--- src/rtl/enflop_pipe.sv ---
// rtl/enflop_pipe.sv - elastic pipeline of enable flops with valid/ready, flush and occupancy
module enflop_pipe #(
   parameter int              WIDTH    = 9,
   parameter int              DEPTH    = 2,
   parameter logic [WIDTH-1:0] RST_VAL = '0,
   parameter bit              RST_DATA = 1'b1
) (
   input  logic                       clk,
   input  logic                       rst_n,
   input  logic                       flush,
   input  logic                       in_vld,
   output logic                       in_rdy,
   input  logic [WIDTH-1:0]           in_data,
   output logic                       out_vld,
   input  logic                       out_rdy,
   output logic [WIDTH-1:0]           out_data,
   output logic [$clog2(DEPTH+1)-1:0] occupancy
);

   localparam int OCC_W = $clog2(DEPTH+1);

   logic [DEPTH-1:0]            vld;
   logic [DEPTH-1:0]            vld_nxt;
   logic [DEPTH-1:0]            rdy;
   logic [DEPTH-1:0]            load;
   logic [DEPTH-1:0][WIDTH-1:0] data;
   logic [DEPTH-1:0][WIDTH-1:0] d_src;
   logic [OCC_W-1:0]            occ_q;
   logic [OCC_W-1:0]            occ_nxt;

   // A stage is ready if it or any stage after it is empty, or the sink takes data.
   for (genvar g = 0; g < DEPTH; g++) begin : g_rdy
      assign rdy[g] = out_rdy | ~(&vld[DEPTH-1:g]);
   end

   assign in_rdy = rdy[0] & ~flush;

   always_comb begin
      load    = '0;
      d_src   = '0;
      load[0]  = in_vld & in_rdy;
      d_src[0] = in_data;
      for (int i = 1; i < DEPTH; i++) begin
         load[i]  = vld[i-1] & rdy[i] & ~flush;
         d_src[i] = data[i-1];
      end
   end

   always_comb begin
      vld_nxt = '0;
      occ_nxt = '0;
      for (int i = 0; i < DEPTH; i++) begin
         vld_nxt[i] = ~flush & (load[i] | (vld[i] & ~rdy[i]));
         occ_nxt    = occ_nxt + OCC_W'(vld_nxt[i]);
      end
   end

   always_ff @(posedge clk or negedge rst_n) begin
      if (!rst_n) begin
         vld   <= '0;
         occ_q <= '0;
      end else begin
         vld   <= vld_nxt;
         occ_q <= occ_nxt;
      end
   end

   if (RST_DATA) begin : g_data_rst
      always_ff @(posedge clk or negedge rst_n) begin
         if (!rst_n) begin
            data <= {DEPTH{RST_VAL}};
         end else begin
            for (int i = 0; i < DEPTH; i++) begin
               if (load[i]) data[i] <= d_src[i];
            end
         end
      end
   end else begin : g_data_norst
      always_ff @(posedge clk) begin
         for (int i = 0; i < DEPTH; i++) begin
            if (load[i]) data[i] <= d_src[i];
         end
      end
   end

   assign out_vld   = vld[DEPTH-1];
   assign out_data  = data[DEPTH-1];
   assign occupancy = occ_q;

`ifndef SYNTHESIS
   a_out_hold : assert property (@(posedge clk) disable iff (!rst_n)
      (out_vld && !out_rdy) |=> $stable(out_data));
   a_occ_max : assert property (@(posedge clk) disable iff (!rst_n)
      occupancy <= OCC_W'(DEPTH));
   a_flush_rdy : assert property (@(posedge clk) disable iff (!rst_n)
      flush |-> !in_rdy);
`endif

endmodule

--- config.mk ---
export PLATFORM = sky130hd
export DESIGN_NAME = enflop_pipe
export DESIGN_NICKNAME = d
export VERILOG_FILES = /design/src/rtl/enflop_pipe.sv
export SDC_FILE = /design/constraint.sdc
export NUM_CORES = 1
export LEC_CHECK = 0
export CORE_AREA = 2 2 50 52
export DETAILED_ROUTE_END_ITERATION = 7
export DIE_AREA = 0 0 52 54
export PLACE_DENSITY_LB_ADDON = 0.08
export SYNTH_ARGS = -nofsm -noshare
export SYNTH_HDL_FRONTEND = slang
export SYNTH_SLANG_ARGS = --single-unit
--- constraint.sdc ---
create_clock -name clk -period 2.59 [get_ports clk]
set_input_delay 0.518 -clock clk [delete_from_list [all_inputs] [get_ports clk]]
set_output_delay 0.518 -clock clk [all_outputs]
set_load 0.02 [all_outputs]
==> results.sh <==
export IMPL_drt_iter0_drc=0
export IMPL_dr_pass1_iters=1
export IMPL_synth_common_cells="22 x dfrtp_1, 9 x mux2_2, 9 x mux2_4"
export IMPL_synth_area_leaders="dfrtp_1 63%, mux2_4 16%, mux2_2 12%"
export IMPL_ant_nets=0
export IMPL_crit_top_cell="clkdlybuf4s50_1"
export IMPL_startpoint="out_rdy"
export IMPL_switching_share=0.2547
export IMPL_rows=18
export IMPL_max_freq_mhz=416.0
export IMPL_slew_headroom=0.6107
export IMPL_gr_total_overflow=0
export IMPL_setup_viol=0
export IMPL_holdCritStartpoint="out_data[2]"
export IMPL_synth_seq_cells=22
export IMPL_grt_max_degree=23
export IMPL_cts_resized_gates=0
export IMPL_ys_seq_area_frac=0.6331
export IMPL_drc_errors=0
export IMPL_outcome="complete, no violations"
export IMPL_yosysUniqueCellTypes=12
export IMPL_seq_power_share=0.455
export IMPL_nets=98
export IMPL_grt_pass1_wl_um=2490
export IMPL_rsz0062_at_grt="false"
export IMPL_powerDensity_nw_per_um2=804.7
export IMPL_p_clk_frac=0.267
export IMPL_syn_area_per_cell_sq_um=16.41
export IMPL_crit_chain="clkdlybuf4s50_1 > and3b_1 > nor2_1 > clkdlybuf4s50_1"
export IMPL_drv_cap=0
export IMPL_hp_class="reg -> reg"
export IMPL_yosys_area_top_type="dfrtp_1"
export IMPL_port_buffers=26
export IMPL_cp_required_ps=2070
export IMPL_fin_skew_ps=6.447
export IMPL_synthesis_nets=68
export IMPL_finalWirelength_um=1444
export IMPL_clkTransAtPathRegs_ps=130
export IMPL_dp_cells=108
export IMPL_critPathLaunchType="input pin"
export IMPL_slowest_delay_ps=610
export IMPL_dieHeight_um=54
export IMPL_clockBufferDepth=2
export IMPL_ff2ff_setup_slack_ps=850
export IMPL_vias_per_cell=4.652
export IMPL_period_share=0.9281
export IMPL_n_antenna_cell=0
export IMPL_die_area_sq_um=2808
export IMPL_drive_gt1_frac=0.2805
export IMPL_synth_area_sq_um=869.6
export IMPL_die_w_um=52
export IMPL_holdBufCountCts=0
export IMPL_place_hpwl_um=1048
export IMPL_vias=521
export IMPL_core_sq_um=2320
export IMPL_io_pins=27
export IMPL_async_flop_share=1.000
export IMPL_cts_root_buffer="clkbuf_4"
export IMPL_hold_depth=1
export IMPL_clock_sinks=22
export IMPL_antenna_found_initial=0
export IMPL_tns_ps=0
export IMPL_hold_viol=0
export IMPL_period_needed_ps=2404
export IMPL_path_max_fanout=3
export IMPL_grt_pass1_vias=572
export IMPL_cts_tree="done"
export IMPL_critPathKind="in -> out"
export IMPL_worstHoldEndpoint="out_data[2]"
export IMPL_slew_viol_final=0
export IMPL_cp_slowest_cell="clkdlybuf4s50_1"
export IMPL_irDropWorstVdd_mv=0.3971
export IMPL_ff2ff_path_depth=3
export IMPL_netlist_instances=53
export IMPL_timing_rr_start="vld[1]"
export IMPL_cts_setup_buffers=0
export IMPL_ys_flop_type="dfrtp_1"
export IMPL_cp_end_kind="output pin"
export IMPL_clk_latency_ps=300
export IMPL_p_int_w=0.0007264
export IMPL_synth_warnings=0
export IMPL_leakage_nw=0.5583
export IMPL_p_comb_frac=0.278
export IMPL_start_util=0.3749
export IMPL_gp_congestion=0.6346
export IMPL_final_cells=112
export IMPL_synthMostInstantiatedCell="dfrtp_1"
export IMPL_syn_to_final_growth_pct=39.28
export IMPL_wl_per_cell_um=12.89
export IMPL_r2r_end="d_src[12]"
export IMPL_synth_top_area_frac=0.6331
export IMPL_cts_max_level=1
export IMPL_grt_usage=0.1259
export IMPL_synth_edf_count=0
export IMPL_worstMarginPinSlew_ps=583.9
export IMPL_cts_buffers=3
export IMPL_p_switching_w=0.0002482
export IMPL_arrival_ps=1890
==> state kept, by name, summed over array words and instances (netlist names) <==
signal,flops
out_data,9
occupancy,2
vld,2
d_src,9
==> layout by cell type (no fill, tap or decap) <==
| cell type | Yosys | final |
|---|---|---|
| mux2_4 | 9 | 9 |
| nor2_1 | 4 | 4 |
| inv_1 | 2 | 2 |
| a211o_1 | 1 | 1 |
| clkbuf_4 | 0 | 3 |
| clkdlybuf4s50_1 | 0 | 26 |
| ha_1 | 1 | 1 |
| mux2_2 | 9 | 9 |
| or3b_1 | 1 | 1 |
| a21oi_1 | 1 | 1 |
| buf_4 | 0 | 1 |
| bufinv_16 | 0 | 1 |
| dfrtp_1 | 22 | 22 |
| and3b_1 | 1 | 1 |
==> critical path, delay by kind of cell <==
family                 cells  cell delay [ps]
and+or+nand+nor            2              290
buffers and inverters      2             1090
==> how the worst max path moves through the flow <==
stage	to	slack (ps)
3_3_place_gp	in_rdy	200
3_5_place_dp	in_rdy	190
5_1_grt	in_rdy	110
4_1_cts	in_rdy	180
6_report	in_rdy	190
2_1_floorplan	d_src[10]	980
==> power groups by stage <==
stage	logic, W	clock network (W)	registers (W)
2_1_floorplan	0.0000848	0	0.000504
3_3_place_gp	0.000271	0	0.000449
3_5_place_dp	0.000274	0	0.000452
4_1_cts	0.000275	0.000272	0.000445
5_1_grt	0.000288	0.000282	0.000452
6_report	0.000271	0.000261	0.000443
==> final cells by class <==
cell class	instances	area, sq um
multi-input combinational	27	295.3
clock buffer	3	22.52
clock inverter	1	30.03
sequential	22	550.5
inverter	2	7.507
fill	200	1109
tap	30	37.54
timing repair buffer	27	267.8
==> stage by stage <==
step	util	cell area (sq um)	setup slack [ps]	total power (W)	hold WS, ps
final	0.5221	1211	186.2	0.0009746	518.7
after global routing	0.5221	1211	113.7	0.001023	536.7
after CTS	0.5221	1211	177.4	0.0009916	521.8
after detailed placement	0.4995	1159	189.4	0.0007258	491.7
after global placement	0.4995	1159	203.0	0.0007200	486.3
after floorplan	-	869.6	976.8	0.0005884	222.4
==> routing by layer <==
layer  wire [um]  share of wire  track usage  vias up
met4           9         0.0062      0.06579        0
met2         686           0.48       0.2089       15
met3          87          0.060      0.03056        2
met1         661           0.46       0.1519      265
met5           0              0            0        -
li1            -              -            -      239
==> cell families after synthesis <==
group | synth area share
compound gates | 0.01582
fa+ha+maj | 0.01439
buf+inv | 0.02733
flops | 0.6331
mux | 0.2719
simple gates | 0.03741
Power figures use the tool's default switching activity.
